$ cat config.mk
export PLATFORM = sky130hd
export DESIGN_NAME = pipe_hazard_ctrl
export DESIGN_NICKNAME = d
export VERILOG_FILES = /design/src/rtl/core_pkg.sv /design/src/rtl/pipe_hazard_ctrl_fwd_unit.sv /design/src/rtl/pipe_hazard_ctrl.sv
export SDC_FILE = /design/constraint.sdc
export NUM_CORES = 1
export LEC_CHECK = 0
export CORE_MARGIN = 3
export CORE_UTILIZATION = 45
export DETAILED_ROUTE_END_ITERATION = 16
export PLACE_DENSITY = 0.86
export RECOVER_POWER = 25
export SETUP_SLACK_MARGIN = 0.02
export SYNTH_ARGS = -nofsm -noshare
export SYNTH_HDL_FRONTEND = slang
export SYNTH_SLANG_ARGS = --single-unit
$ cat constraint.sdc
create_clock -name clk -period 4.5 [get_ports clk]
set_input_delay 0.45 -clock clk [delete_from_list [all_inputs] [get_ports clk]]
set_output_delay 0.45 -clock clk [all_outputs]
set_load 0.02 [all_outputs]
$ cat src/rtl/core_pkg.sv
// Shared encodings for the core's hazard/sequencing logic.
package core_pkg;

  // EX-stage operand source selects
  localparam logic [1:0] FWD_RF  = 2'b00;
  localparam logic [1:0] FWD_MEM = 2'b01;
  localparam logic [1:0] FWD_WB  = 2'b10;

  // Hazard controller sequencing states
  typedef enum logic [1:0] {
    ST_RUN      = 2'd0,
    ST_LU_STALL = 2'd1,
    ST_MEM_WAIT = 2'd2
  } hz_state_e;

  // Writeback source control; a load is the instruction whose result comes from memory
  typedef enum logic [1:0] {
    WB_ALU = 2'b00,
    WB_MEM = 2'b01,
    WB_PC  = 2'b10
  } wb_ctr_e;

  function automatic logic wb_is_load(wb_ctr_e ctr);
    return ctr == WB_MEM;
  endfunction

endpackage

$ cat src/rtl/pipe_hazard_ctrl_fwd_unit.sv
// Operand forwarding compare for one EX source register; MEM wins over WB, x0 never forwards.
module fwd_unit
  import core_pkg::*;
#(
  parameter int REG_ADDR_W = 5
) (
  input  logic [REG_ADDR_W-1:0] ex_rs_i,
  input  logic [REG_ADDR_W-1:0] mem_rd_i,
  input  logic                  mem_reg_we_i,
  input  logic [REG_ADDR_W-1:0] wb_rd_i,
  input  logic                  wb_reg_we_i,
  output logic [1:0]            sel_o
);

  // Pick the youngest in-flight producer of ex_rs_i
  always_comb begin
    sel_o = FWD_RF;
    if (mem_reg_we_i && (mem_rd_i != '0) && (mem_rd_i == ex_rs_i)) begin
      sel_o = FWD_MEM;
    end else if (wb_reg_we_i && (wb_rd_i != '0) && (wb_rd_i == ex_rs_i)) begin
      sel_o = FWD_WB;
    end
  end

endmodule

$ cat src/rtl/pipe_hazard_ctrl.sv
// Hazard controller for the 5-stage core: load-use bubbles, redirect flushes,
// data-memory wait stalls, EX operand forwarding and a stall-cycle counter.
module pipe_hazard_ctrl
  import core_pkg::*;
#(
  parameter int REG_ADDR_W = 5,
  parameter int CNT_W      = 32
) (
  input  logic                  clk,
  input  logic                  rst,
  input  logic [REG_ADDR_W-1:0] id_rs1,
  input  logic [REG_ADDR_W-1:0] id_rs2,
  input  logic                  id_use_rs1,
  input  logic                  id_use_rs2,
  input  logic [REG_ADDR_W-1:0] ex_rs1,
  input  logic [REG_ADDR_W-1:0] ex_rs2,
  input  logic [REG_ADDR_W-1:0] ex_rd,
  input  logic                  ex_reg_we,
  input  logic                  ex_is_load,
  input  logic                  ex_redirect,
  input  logic [REG_ADDR_W-1:0] mem_rd,
  input  logic                  mem_reg_we,
  input  logic                  mem_req,
  input  logic                  mem_ready,
  input  logic [REG_ADDR_W-1:0] wb_rd,
  input  logic                  wb_reg_we,
  output logic                  pc_stall,
  output logic                  ifid_stall,
  output logic                  ifid_flush,
  output logic                  idex_stall,
  output logic                  idex_flush,
  output logic                  exmem_stall,
  output logic                  memwb_bubble,
  output logic [1:0]            fwd_a,
  output logic [1:0]            fwd_b,
  output logic [CNT_W-1:0]      stall_cnt
);

  hz_state_e        state_q, state_d;
  logic [CNT_W-1:0] cnt_q;
  logic             mem_wait;
  logic             lu_hit;
  logic [1:0]       fwd_a_raw, fwd_b_raw;

  fwd_unit #(.REG_ADDR_W(REG_ADDR_W)) u_fwd_a (
    .ex_rs_i      (ex_rs1),
    .mem_rd_i     (mem_rd),
    .mem_reg_we_i (mem_reg_we),
    .wb_rd_i      (wb_rd),
    .wb_reg_we_i  (wb_reg_we),
    .sel_o        (fwd_a_raw)
  );

  fwd_unit #(.REG_ADDR_W(REG_ADDR_W)) u_fwd_b (
    .ex_rs_i      (ex_rs2),
    .mem_rd_i     (mem_rd),
    .mem_reg_we_i (mem_reg_we),
    .wb_rd_i      (wb_rd),
    .wb_reg_we_i  (wb_reg_we),
    .sel_o        (fwd_b_raw)
  );

  assign mem_wait = mem_req & ~mem_ready;

  // Load-use detect; suppressed in LU_STALL because EX then holds the bubble, not the load
  assign lu_hit = ex_is_load & ex_reg_we & (ex_rd != '0) &
                  ((id_use_rs1 & (id_rs1 == ex_rd)) | (id_use_rs2 & (id_rs2 == ex_rd))) &
                  (state_q != ST_LU_STALL);

  // Control decode with priority wait > redirect > load-use; reset forces NOP injection
  always_comb begin
    state_d      = ST_RUN;
    pc_stall     = 1'b0;
    ifid_stall   = 1'b0;
    ifid_flush   = 1'b0;
    idex_stall   = 1'b0;
    idex_flush   = 1'b0;
    exmem_stall  = 1'b0;
    memwb_bubble = 1'b0;
    fwd_a        = fwd_a_raw;
    fwd_b        = fwd_b_raw;
    if (!rst) begin
      ifid_flush   = 1'b1;
      idex_flush   = 1'b1;
      memwb_bubble = 1'b1;
      fwd_a        = FWD_RF;
      fwd_b        = FWD_RF;
    end else if (mem_wait) begin
      // EX is frozen, so redirect/load-use are re-evaluated once memory completes
      pc_stall     = 1'b1;
      ifid_stall   = 1'b1;
      idex_stall   = 1'b1;
      exmem_stall  = 1'b1;
      memwb_bubble = 1'b1;
      state_d      = ST_MEM_WAIT;
    end else if (ex_redirect) begin
      // ID holds a wrong-path instruction, so its load-use hazard is moot
      ifid_flush = 1'b1;
      idex_flush = 1'b1;
    end else if (lu_hit) begin
      pc_stall   = 1'b1;
      ifid_stall = 1'b1;
      idex_flush = 1'b1;
      state_d    = ST_LU_STALL;
    end
  end

  // Sequencing state and stall-cycle counter (wraps naturally)
  always_ff @(posedge clk or negedge rst) begin
    if (!rst) begin
      state_q <= ST_RUN;
      cnt_q   <= '0;
    end else begin
      state_q <= state_d;
      cnt_q   <= cnt_q + {{(CNT_W-1){1'b0}}, pc_stall};
    end
  end

  assign stall_cnt = cnt_q;

endmodule

# Word-level counts from Yosys, hierarchy flattened
# Index checks and enable logic that the tools add are counted.
# word_totals
output_inout_bits,43
regBits,34
ram_bits,0
n_memories,0
latchBits,0
rom_bits,0
# op_classes
bitwise_logic,9
add_sub_neg,1
reduce_logical,9
n_shift,0
n_div,0
muxes,23
order_cmp,0
mul,0
eq_ne,7
# ops
op,count
32-bit by 1-bit adder with 32-bit output,1
5-bit equality test,6
2-bit two-way mux,8
1-bit two-way mux,15
5-bit nonzero test,3
1-bit bitwise AND,7
1-bit logical AND,6
"2-bit by 1-bit inequality test with 1-bit output, second input constant",1
1-bit NOT,1
1-bit OR,1

# Longest topological paths before layout
# Gate-level depths: netlist of run 1.
# logic_depth
ltp_word,10
depth_mapped,10
depth_no_buf,10

# Hierarchy
# A second synthesis of run 1 with hierarchy kept.
# hier_totals
hier_cells,201
hier_area_um2,2052.0
# modules_own_cells
mod,area_per_inst_um2,seq_area_each_um2,cells_per_inst,n_inst
pipe_hazard_ctrl,1749.2,850.8,161,1
fwd_unit,151.4,0.0,20,2

# Least setup slack after synthesis of run 1
# OpenSTA, ideal clock, no wires.
# synth_path
path_kind,input to register
start,input port id_rs1[4]
end,"register cnt_q[28], in the netlist stall_cnt[28]"
arrival_ns,2.732
stages,10
path_slack_ns,1.639
required_time_ns,4.370
cell_sequence,xor2_1 > nor4_1 > a32oi_1 > o22ai_1 > ha_1 > ha_1 > nand4_1 > nor3_1 > nand4_1 > xnor2_1
# synth_via
elab_chain_cells,10
# synth_lines
element,line_no,text
from (decl),pipe_hazard_ctrl.sv:11,"input logic [REG_ADDR_W-1:0] id_rs1,"
5-bit equality test,pipe_hazard_ctrl.sv:67,((id_use_rs1 & (id_rs1 == ex_rd)) | (id_use_rs2 & (id_rs2 == ex_rd))) &
1-bit bitwise AND,pipe_hazard_ctrl.sv:67,
1-bit OR,pipe_hazard_ctrl.sv:67,
1-bit bitwise AND,pipe_hazard_ctrl.sv:66,assign lu_hit = ex_is_load & ex_reg_we & (ex_rd != '0) &
1-bit bitwise AND,pipe_hazard_ctrl.sv:67,
1-bit two-way mux (4 in series),n/a,
via ifid_stall,pipe_hazard_ctrl.sv:28,"output logic ifid_stall,"
32-bit by 1-bit adder with 32-bit output,pipe_hazard_ctrl.sv:115,"cnt_q <= cnt_q + {{(CNT_W-1){1'b0}}, pc_stall};"
to (signal assigned),pipe_hazard_ctrl.sv:115,
to (decl),pipe_hazard_ctrl.sv:40,logic [CNT_W-1:0] cnt_q;
# The timed path passes the listed nets, and every way through them passes these cells.

# Worst setup path after layout of run 1
# layout_path
start,input port ex_rd[4]
end,"register cnt_q[28], in the netlist stall_cnt[28]"
# layout_via
elab_chain_cells,10
elab_cells_between_ends,14
classes_between,add/sub: 1; eq/ne: 2; mux: 4; bitwise: 6; reduce/logical: 1
# layout_lines
element,line_no,text
from (decl),pipe_hazard_ctrl.sv:17,"input logic [REG_ADDR_W-1:0] ex_rd,"
5-bit equality test,pipe_hazard_ctrl.sv:67,
1-bit bitwise AND,pipe_hazard_ctrl.sv:67,
1-bit OR,pipe_hazard_ctrl.sv:67,
1-bit bitwise AND *,pipe_hazard_ctrl.sv:66,
1-bit bitwise AND *,pipe_hazard_ctrl.sv:67,
1-bit two-way mux *,pipe_hazard_ctrl.sv:100,end else if (lu_hit) begin
1-bit two-way mux *,pipe_hazard_ctrl.sv:96,end else if (ex_redirect) begin
1-bit two-way mux *,pipe_hazard_ctrl.sv:88,end else if (mem_wait) begin
1-bit two-way mux *,pipe_hazard_ctrl.sv:82,if (!rst) begin
32-bit by 1-bit adder with 32-bit output *,pipe_hazard_ctrl.sv:115,
# Mark *: on every way between the ends. The rest lies on a longest branch, timed or not.

==> impl_metrics.toml, run 1 <==
[cts]
cts_sinks = 34
cts_tree = "yes"
clock_latency_ps = 280
cts_buffers = 5
clockRootBuffer = "clkbuf_8"
post-cts-setup-buffers = 0
cts_max_level = 2
cts-hold-fix-buffers = 0
clk_pin_slew_ps = 70
cts_resized = 0
cts_buffer_depth = 2

[route]
vias_per_cell = 5.18
dr_total_vias = 1693
wire_per_inst_um = 15.7
ant_nets = 0
drt-total-wl_um = 5120
drt-initial-drc-count = 67
drc = 0
drtPass1Iterations = 4

[synth]
yosysSeqAreaShare_pct = 43.0
synth.most_common_cell = "dfrtp_1"
yosys_register_bits = 34
yosysTopAreaCellShare_pct = 43.0
async_reset_ff_share_pct = 100
ys_types = 33
yosysTopAreaCell = "dfrtp_1"
ys_warn_count = 0
syn_inst = 184
synth_edf_count = 0
synth_common_cells = "dfrtp_1 (34), xnor2_1 (33), xor2_1 (27)"
syn_area_um2 = 1980
syn-num-nets = 232
ys.flop_type = "dfrtp_1"
postSynthAreaPerCell_um2 = 10.8
synth_area_leaders = "dfrtp_1 (43%), xnor2_1 (15%), xor2_1 (12%), nand3_1 (4.3%), nand4_1 (2.8%)"

[worst_setup_path]
critical_path_required_ps = 4670
crit_fanout = 5
startpoint_type = "input port"
critPathArrivalTime_ps = 3390
critPathKind = "input port to flop"
reg2reg_depth = 10
cp-end-kind = "flop"

[timing]
slew_viol_final = 0
fin_skew_ps = 4.43
worstMarginPinSlew_ps = 1230
period_minus_slack_ps = 3220
rsz0062_at_grt = "no"
fmax_ghz = 0.311
finalSetupViolations = 0
timing.slew.headroom_pct = 18.2
fin_crit_sh_pct = 71.5
tns_ps = 0
hold_viol_final = 0

[floorplan]
start_util_pct = 48.1
num_io_pins = 89
die_w_um = 72.3
die_y_um = 72.3
coreArea_um2 = 4120
dieArea_um2 = 5230
core.rowCount = 23

[final_layout]
antennaDiodeCount = 0
n_fill_cell = 317
syn_to_final_growth_pct = 50.8
nets = 324
drive_gt1_share_pct = 5.05
postLayoutCoreUtil_pct = 72.5

[placement]
hpwlAfterDp_um = 4070
gp_congestion = 0.844
portBuffers = 88

[grt]
grt_first_pass_wirelength_um = 8490
globalRouteTotalUtil_pct = 20.7
antenna_found_initial = 0
grt_remaining_overflow = 0
first_global_vias = 1793
grt_max_degree = 24

[power_and_ir_drop]
power_w = 0.000776
p_leak_nw = 1.24
powerDensity_nw_per_um2 = 260
ir_worst_vdd_v = 0.000188

[hold_path]
hp-class = "input port to asynchronous set/reset pin"

[run]
max_cap_viol_count = 0

[run_status]
status = "completed"
[worst max-delay path, cell delays in order]
cell             delay (ps)
clkdlybuf4s50_1         470
xor2_1                  170
nor4_1                  320
a32oi_1                 210
o22ai_1                 250
ha_1                    270
ha_1                    240
nand4_1                 140
nor3_1                  500
nand4_1                 210
xnor2_1                 160
[path summary, 6_finish.rpt]
kind                            slack (ps)               startpoint                      end
worst max register to register        1940     state_q[0]$_DFF_PN0_  stall_cnt[28]$_DFF_PN0_
worst min register to register         480  stall_cnt[31]$_DFF_PN0_  stall_cnt[31]$_DFF_PN0_
worst min-delay path                   230                      rst   stall_cnt[1]$_DFF_PN0_
worst max-delay path                  1280                 ex_rd[4]  stall_cnt[28]$_DFF_PN0_
min in group clk                       480  stall_cnt[31]$_DFF_PN0_  stall_cnt[31]$_DFF_PN0_
max in group asynchronous             2690                      rst  stall_cnt[24]$_DFF_PN0_
[flip-flops by register name, indices dropped and copies added, names as in the netlist]
register / cells
state_q: 2
stall_cnt: 32
[cells in the final DEF, fill, tap and decap left out, drive strengths merged, types with 7 or more instances in the layout]
cell type	synthesis	final
clkdlybuf4s50	0	87
dfrtp	34	34
xnor2	33	33
xor2	27	27
nand3	17	17
nand2	10	10
nand4	10	10
and3	8	8
clkbuf	0	8
nor4	7	7
[layout make-up]
class / count / area, um2 / share of cell area (%)
multi-input combinational: 142 / 1080 / 36.2
timing repair buffer: 89 / 878 / 29.4
sequential: 34 / 851 / 28.5
clock buffer: 6 / 82.6 / 2.77
tap: 50 / 62.6 / 2.10
inverter: 4 / 15.0 / 0.503
clock inverter: 2 / 12.5 / 0.419
[where the power goes]
part | leakage [nW] | internal, W | switching, W
clock | 0.0472 | 0.000123 | 0.000112
sequential | 0.462 | 0.000326 | 0.0000285
combinational | 0.731 | 0.000101 | 0.0000853
total | 1.24 | 0.000550 | 0.000226
[metrics by stage]
| step | hold WS (ps) | cell area [um2] | worst slack (ps) | instances |
|---|---|---|---|---|
| after floorplan | 154 | 1980 | 1640 | 184 |
| after global placement | 383 | 2890 | 1230 | 319 |
| after detailed placement | 383 | 2890 | 1030 | 319 |
| after CTS | 69.1 | 2990 | 1280 | 327 |
| after global routing | 296 | 2980 | 975 | 327 |
| final | 230 | 2980 | 1280 | 327 |
[cells by family after synthesis]
group	share of synthesized area, %
AO/OA/AOI/OAI	2.47
buffers and inverters	2.34
AND/OR/NAND/NOR	24.4
flip-flops	43.0
adder cells (fa/ha/maj)	1.26
XOR/XNOR	26.6
[metal layers]
metal | share of wire (%) | vias to the layer above | global-route usage, %
li1 | - | 833 | -
met1 | 40 | 803 | 23.9
met2 | 53 | 48 | 37.6
met3 | 5.5 | 9 | 4.71
met4 | 1.3 | 0 | 6.26
met5 | 0 | - | 0
Power figures use the tool's default switching activity.
==> run 2, diff against run 1 <==
--- a/config.mk
+++ b/config.mk
@@ -6,9 +6,9 @@
 export NUM_CORES = 1
 export LEC_CHECK = 0
 export CORE_MARGIN = 3
-export CORE_UTILIZATION = 45
+export CORE_UTILIZATION = 38
 export DETAILED_ROUTE_END_ITERATION = 16
-export PLACE_DENSITY = 0.86
+export PLACE_DENSITY = 0.77
 export RECOVER_POWER = 25
 export SETUP_SLACK_MARGIN = 0.02
 export SYNTH_ARGS = -nofsm -noshare
==> constraint.sdc (replaced) <==
create_clock -name clk -period 2.9 [get_ports clk]
set_input_delay 0.29 -clock clk [delete_from_list [all_inputs] [get_ports clk]]
set_output_delay 0.29 -clock clk [all_outputs]
set_load 0.02 [all_outputs]
==> impl_metrics.toml, run 2 (synthesis gave the netlist of run 1 again) <==
[cts]
clk_pin_slew_ps = 70
cts_max_level = 2
clock_latency_ps = 290
cts_sinks = 34
clockRootBuffer = "clkbuf_8"
cts_buffer_depth = 2
post-cts-setup-buffers = 0
cts_tree = "yes"
cts_buffers = 5

[worst_setup_path]
crit_fanout = 3
startpoint_type = "input port"
cp_top_family = "buffers and inverters"
worstPathCellList = "clkdlybuf4s50_1 -> or4_1 -> o21ai_1 -> nor4_1 -> nor4_2 -> clkdlybuf4s50_1"
critical_path_required_ps = 2610
worstSetupPathDepth = 6
critPathKind = "input port to primary output"
critPathLaunch = "mem_rd[3]"
critPathArrivalTime_ps = 2480
crit_slowest_cell = "clkdlybuf4s50_1"
path_common_cell = "clkdlybuf4s50_1"
crit_buf_inv = 2
r2r_end = "stall_cnt[26]$_DFF_PN0_"
crit_end = "fwd_b[1]"
cp-end-kind = "primary output"
r2r-start = "state_q[0]$_DFF_PN0_"
reg2reg_depth = 11
slowest_delay_ps = 640
rrSetupSlack_ps = 740

[final_layout]
layout_commonest_cell = "clkdlybuf4s50_1"
final-instance-count-excl-fill = 355
postLayoutCoreUtil_pct = 64.4
n_fill_cell = 419
antennaDiodeCount = 0
drive_gt1_share_pct = 9.03
syn_to_final_growth_pct = 58.8
nets = 335
final_cell_mix = "clkdlybuf4s50_1 (86), dfrtp_1 (34), xnor2_1 (33)"
largest_reg_flops = 32

[route]
dr_total_vias = 1721
drc = 0
drt-initial-drc-count = 27
drt-total-wl_um = 5200
vias_per_cell = 4.85
drtPass1Iterations = 4
wire_per_inst_um = 14.6
ant_nets = 0

[timing]
fin_skew_ps = 8.20
timing.slew.headroom_pct = 67.1
fmax_ghz = 0.361
timing.hold.ws_ps = 479
slew_viol_final = 0
hold_viol_final = 0
worstMarginPinSlew_ps = 493
tns_ps = 0
finalSetupViolations = 0
rsz0062_at_grt = "no"
period_minus_slack_ps = 2770
fin_crit_sh_pct = 95.6

[run_status]
status = "completed"

[floorplan]
core.rowCount = 25
start_util_pct = 40.5
die_w_um = 78.2
die_y_um = 78.2
coreArea_um2 = 4880
dieArea_um2 = 6110
num_io_pins = 89

[power_and_ir_drop]
combPwrFrac_pct = 21.5
p_leak_nw = 1.34
power.share.clock_pct = 38.4
ir_worst_vdd_v = 0.000296
power_w = 0.00137
internal-power_w = 0.00101
p_switching_w = 0.000353
powerDensity_nw_per_um2 = 435
p_sw_share_pct = 25.8
seqPwrFrac_pct = 40.1

[placement]
hpwlAfterDp_um = 4270
portBuffers = 88
gp_congestion = 0.817
post-place-cells = 346

[grt]
grt_remaining_overflow = 0
first_global_vias = 1819
grt_max_degree = 28
antenna_found_initial = 0
grt_first_pass_wirelength_um = 8620
globalRouteTotalUtil_pct = 17.5

[hold_path]
hp-class = "flop to flop"

[run]
max_cap_viol_count = 0
[run 2: routing by layer]
metal,up-vias,share of wire [%],global-route usage [%]
met5,-,0,0
met2,45,53,31.7
met4,0,0.62,3.32
met3,5,5.2,4.82
met1,818,41,20.8
li1,853,-,-
[run 2: how the worst min path moves through the flow]
stage | start | to | slack [ps] | cells past startpoint
3_3_place_gp | rst | stall_cnt[7]$_DFF_PN0_ | 300 | 2
3_5_place_dp | rst | stall_cnt[4]$_DFF_PN0_ | 300 | 2
4_1_cts | stall_cnt[31]$_DFF_PN0_ | stall_cnt[31]$_DFF_PN0_ | 480 | 1
2_1_floorplan | rst | stall_cnt[0]$_DFF_PN0_ | -6 | 0
6_report | stall_cnt[31]$_DFF_PN0_ | stall_cnt[31]$_DFF_PN0_ | 480 | 1
5_1_grt | stall_cnt[31]$_DFF_PN0_ | stall_cnt[31]$_DFF_PN0_ | 510 | 1
[run 2: timing repair]
action	CTS	global route
setup endpoints to repair	0	6
hold buffers	1	0
gates resized for setup	0	2
hold endpoints to repair	9	0
[run 2: power groups by stage]
stage	Clock (W)	Combinational, W	Sequential (W)
2_1_floorplan	0	0.0000757	0.000589
3_3_place_gp	0	0.000291	0.000557
3_5_place_dp	0	0.000297	0.000557
4_1_cts	0.000535	0.000299	0.000547
5_1_grt	0.000550	0.000317	0.000554
6_report	0.000525	0.000294	0.000548
[run 2: layout make-up]
cell class	count	area, um2	share of cell area (%)
multi-input cells	142	1090	34.6
repair buffers	100	967	30.8
flip-flops and latches	34	851	27.1
well taps	67	83.8	2.67
clock buffers	5	68.8	2.19
clock inverters	3	68.8	2.19
inverters	4	15.0	0.478
[run 2: worst register-to-register path: stages (launching register included)]
cell and delay (ps):
dfrtp_1 360, nand2b_1 80, o2111a_1 230, nand2_1 80, o22ai_2 140, ha_1 200, ha_1 190, nand4_1 150
nor3_1 180, buf_4 170, nand4_1 120, xnor2_1 160
[run 2: metrics by stage]
step	worst slack, ps	instance area, um2
2_1_floorplan	199	1980
3_3_place_gp	11.0	2990
3_5_place_dp	-93.7	2990
4_1_cts	89.6	3140
5_1_grt	41.3	3140
6_report	126	3140
==> run 3, diff against run 2 <==
--- a/config.mk
+++ b/config.mk
@@ -10,7 +10,7 @@
 export DETAILED_ROUTE_END_ITERATION = 16
 export PLACE_DENSITY = 0.77
 export RECOVER_POWER = 25
-export SETUP_SLACK_MARGIN = 0.02
+export SETUP_SLACK_MARGIN = 0.05
 export SYNTH_ARGS = -nofsm -noshare
 export SYNTH_HDL_FRONTEND = slang
 export SYNTH_SLANG_ARGS = --single-unit
==> impl_metrics.toml, run 3 (synthesis gave the netlist of run 1 again) <==
[timing]
hold_viol_final = 0
slew_viol_final = 0
timing.hold.ws_ps = 479
fin_skew_ps = 8.21
finalSetupViolations = 0
fmax_ghz = 0.374
rsz0062_at_grt = "no"
fin_crit_sh_pct = 92.3
timing.slew.headroom_pct = 67.2
period_minus_slack_ps = 2680
worstMarginPinSlew_ps = 491
tns_ps = 0

[floorplan]
coreArea_um2 = 4880
core.rowCount = 25
die_y_um = 78.2
die_w_um = 78.2
start_util_pct = 40.5
dieArea_um2 = 6110
num_io_pins = 89

[cts]
cts_sinks = 34
cts_buffer_depth = 2
clk_pin_slew_ps = 70
clock_latency_ps = 290
cts_max_level = 2
cts_buffers = 5
cts_tree = "yes"
clockRootBuffer = "clkbuf_8"
post-cts-setup-buffers = 0

[final_layout]
drive_gt1_share_pct = 8.68
final-instance-count-excl-fill = 355
nets = 335
postLayoutCoreUtil_pct = 64.4
antennaDiodeCount = 0
largest_reg_flops = 32
layout_commonest_cell = "clkdlybuf4s50_1"
syn_to_final_growth_pct = 58.9
final_cell_mix = "clkdlybuf4s50_1 (85), dfrtp_1 (34), xnor2_1 (33)"

[grt]
grt_first_pass_wirelength_um = 8620
grt_remaining_overflow = 0
grt_max_degree = 28
globalRouteTotalUtil_pct = 17.5
antenna_found_initial = 0
first_global_vias = 1819

[power_and_ir_drop]
p_leak_nw = 1.35
powerDensity_nw_per_um2 = 435
power_w = 0.00137
ir_worst_vdd_v = 0.000296

[worst_setup_path]
critical_path_required_ps = 2610
startpoint_type = "input port"
cp-end-kind = "primary output"
critPathKind = "input port to primary output"
critPathArrivalTime_ps = 2390
crit_fanout = 3

[route]
dr.max_layer_used = "met4"
drt-initial-drc-count = 27
drc = 0
wire_per_inst_um = 14.6
vias_per_cell = 4.85
ant_nets = 0
drtPass1Iterations = 4
drt-met1-wl_um = 2160
dr_total_vias = 1721
drt-total-wl_um = 5200
wl_met2_um = 2740
wl_met3_um = 272

[placement]
hpwlAfterDp_um = 4270
portBuffers = 88
gp_congestion = 0.817
post-place-cells = 346

[hold_path]
hp-class = "flop to flop"

[run]
max_cap_viol_count = 0

[run_status]
status = "completed"
==> run 3: cell count changes in the layout (fill, tap and decap cells not counted) <==
cell / previous run / this run
buf_2: 1 / 0
clkbuf_1: 1 / 2
clkdlybuf4s50_1: 86 / 85
dlymetal6s2s_1: 1 / 2
==> run 3: power breakdown <==
part | leakage [nW] | internal, W | switching (W)
clock | 0.0683 | 0.000344 | 0.000181
sequential | 0.462 | 0.000506 | 0.0000419
combinational | 0.825 | 0.000163 | 0.000131
==> run 3: area by class of cell <==
cell class	count	area, um2
Fill cell	419	1740
Multi-Input combinational cell	142	1090
Timing Repair Buffer	100	968
Sequential cell	34	851
Tap cell	67	83.8
Clock buffer	5	68.8
Clock inverter	3	68.8
Inverter	4	15.0
==> run 3: repair_timing <==
item | 4_1_cts | 5_1_grt
gates resized for setup | 0 | 3
endpoints found under the setup margin | 0 | 11
endpoints found under the hold margin | 9 | 0
hold buffers | 1 | 0
==> run 3: per-layer routing <==
| layer | vias up | global-route usage (%) |
|---|---|---|
| met5 | - | 0 |
| met3 | 5 | 4.82 |
| li1 | 853 | - |
| met2 | 45 | 31.7 |
| met4 | 0 | 3.32 |
| met1 | 818 | 20.8 |
==> run 3: worst max-delay path, stage by stage <==
cell and delay [ps]:
clkdlybuf4s50_1 470, xor2_1 190, nor4_1 320, a32oi_1 150, buf_4 170, o21ai_0 160, clkdlybuf4s50_1 630
==> run 3: worst paths after layout <==
kind	start	endpoint	slack [ps]	depth (start not counted)
worst min-delay path	stall_cnt[31]$_DFF_PN0_	stall_cnt[31]$_DFF_PN0_	480	1
worst min register to register	stall_cnt[31]$_DFF_PN0_	stall_cnt[31]$_DFF_PN0_	480	1
max in group asynchronous	rst	stall_cnt[7]$_DFF_PN0_	1850	3
worst max register to register	state_q[0]$_DFF_PN0_	stall_cnt[26]$_DFF_PN0_	740	11
min in group asynchronous	rst	stall_cnt[29]$_DFF_PN0_	700	3
worst max-delay path	ex_rd[3]	idex_flush	220	7
==> run 3: per-stage QoR <==
stage               area, um2  setup WS (ps)
CTS                      3140           89.6
floorplan                1980            199
global placement         2990           11.0
detailed placement       2990          -93.7
finish                   3140            224
global route             3140           82.2
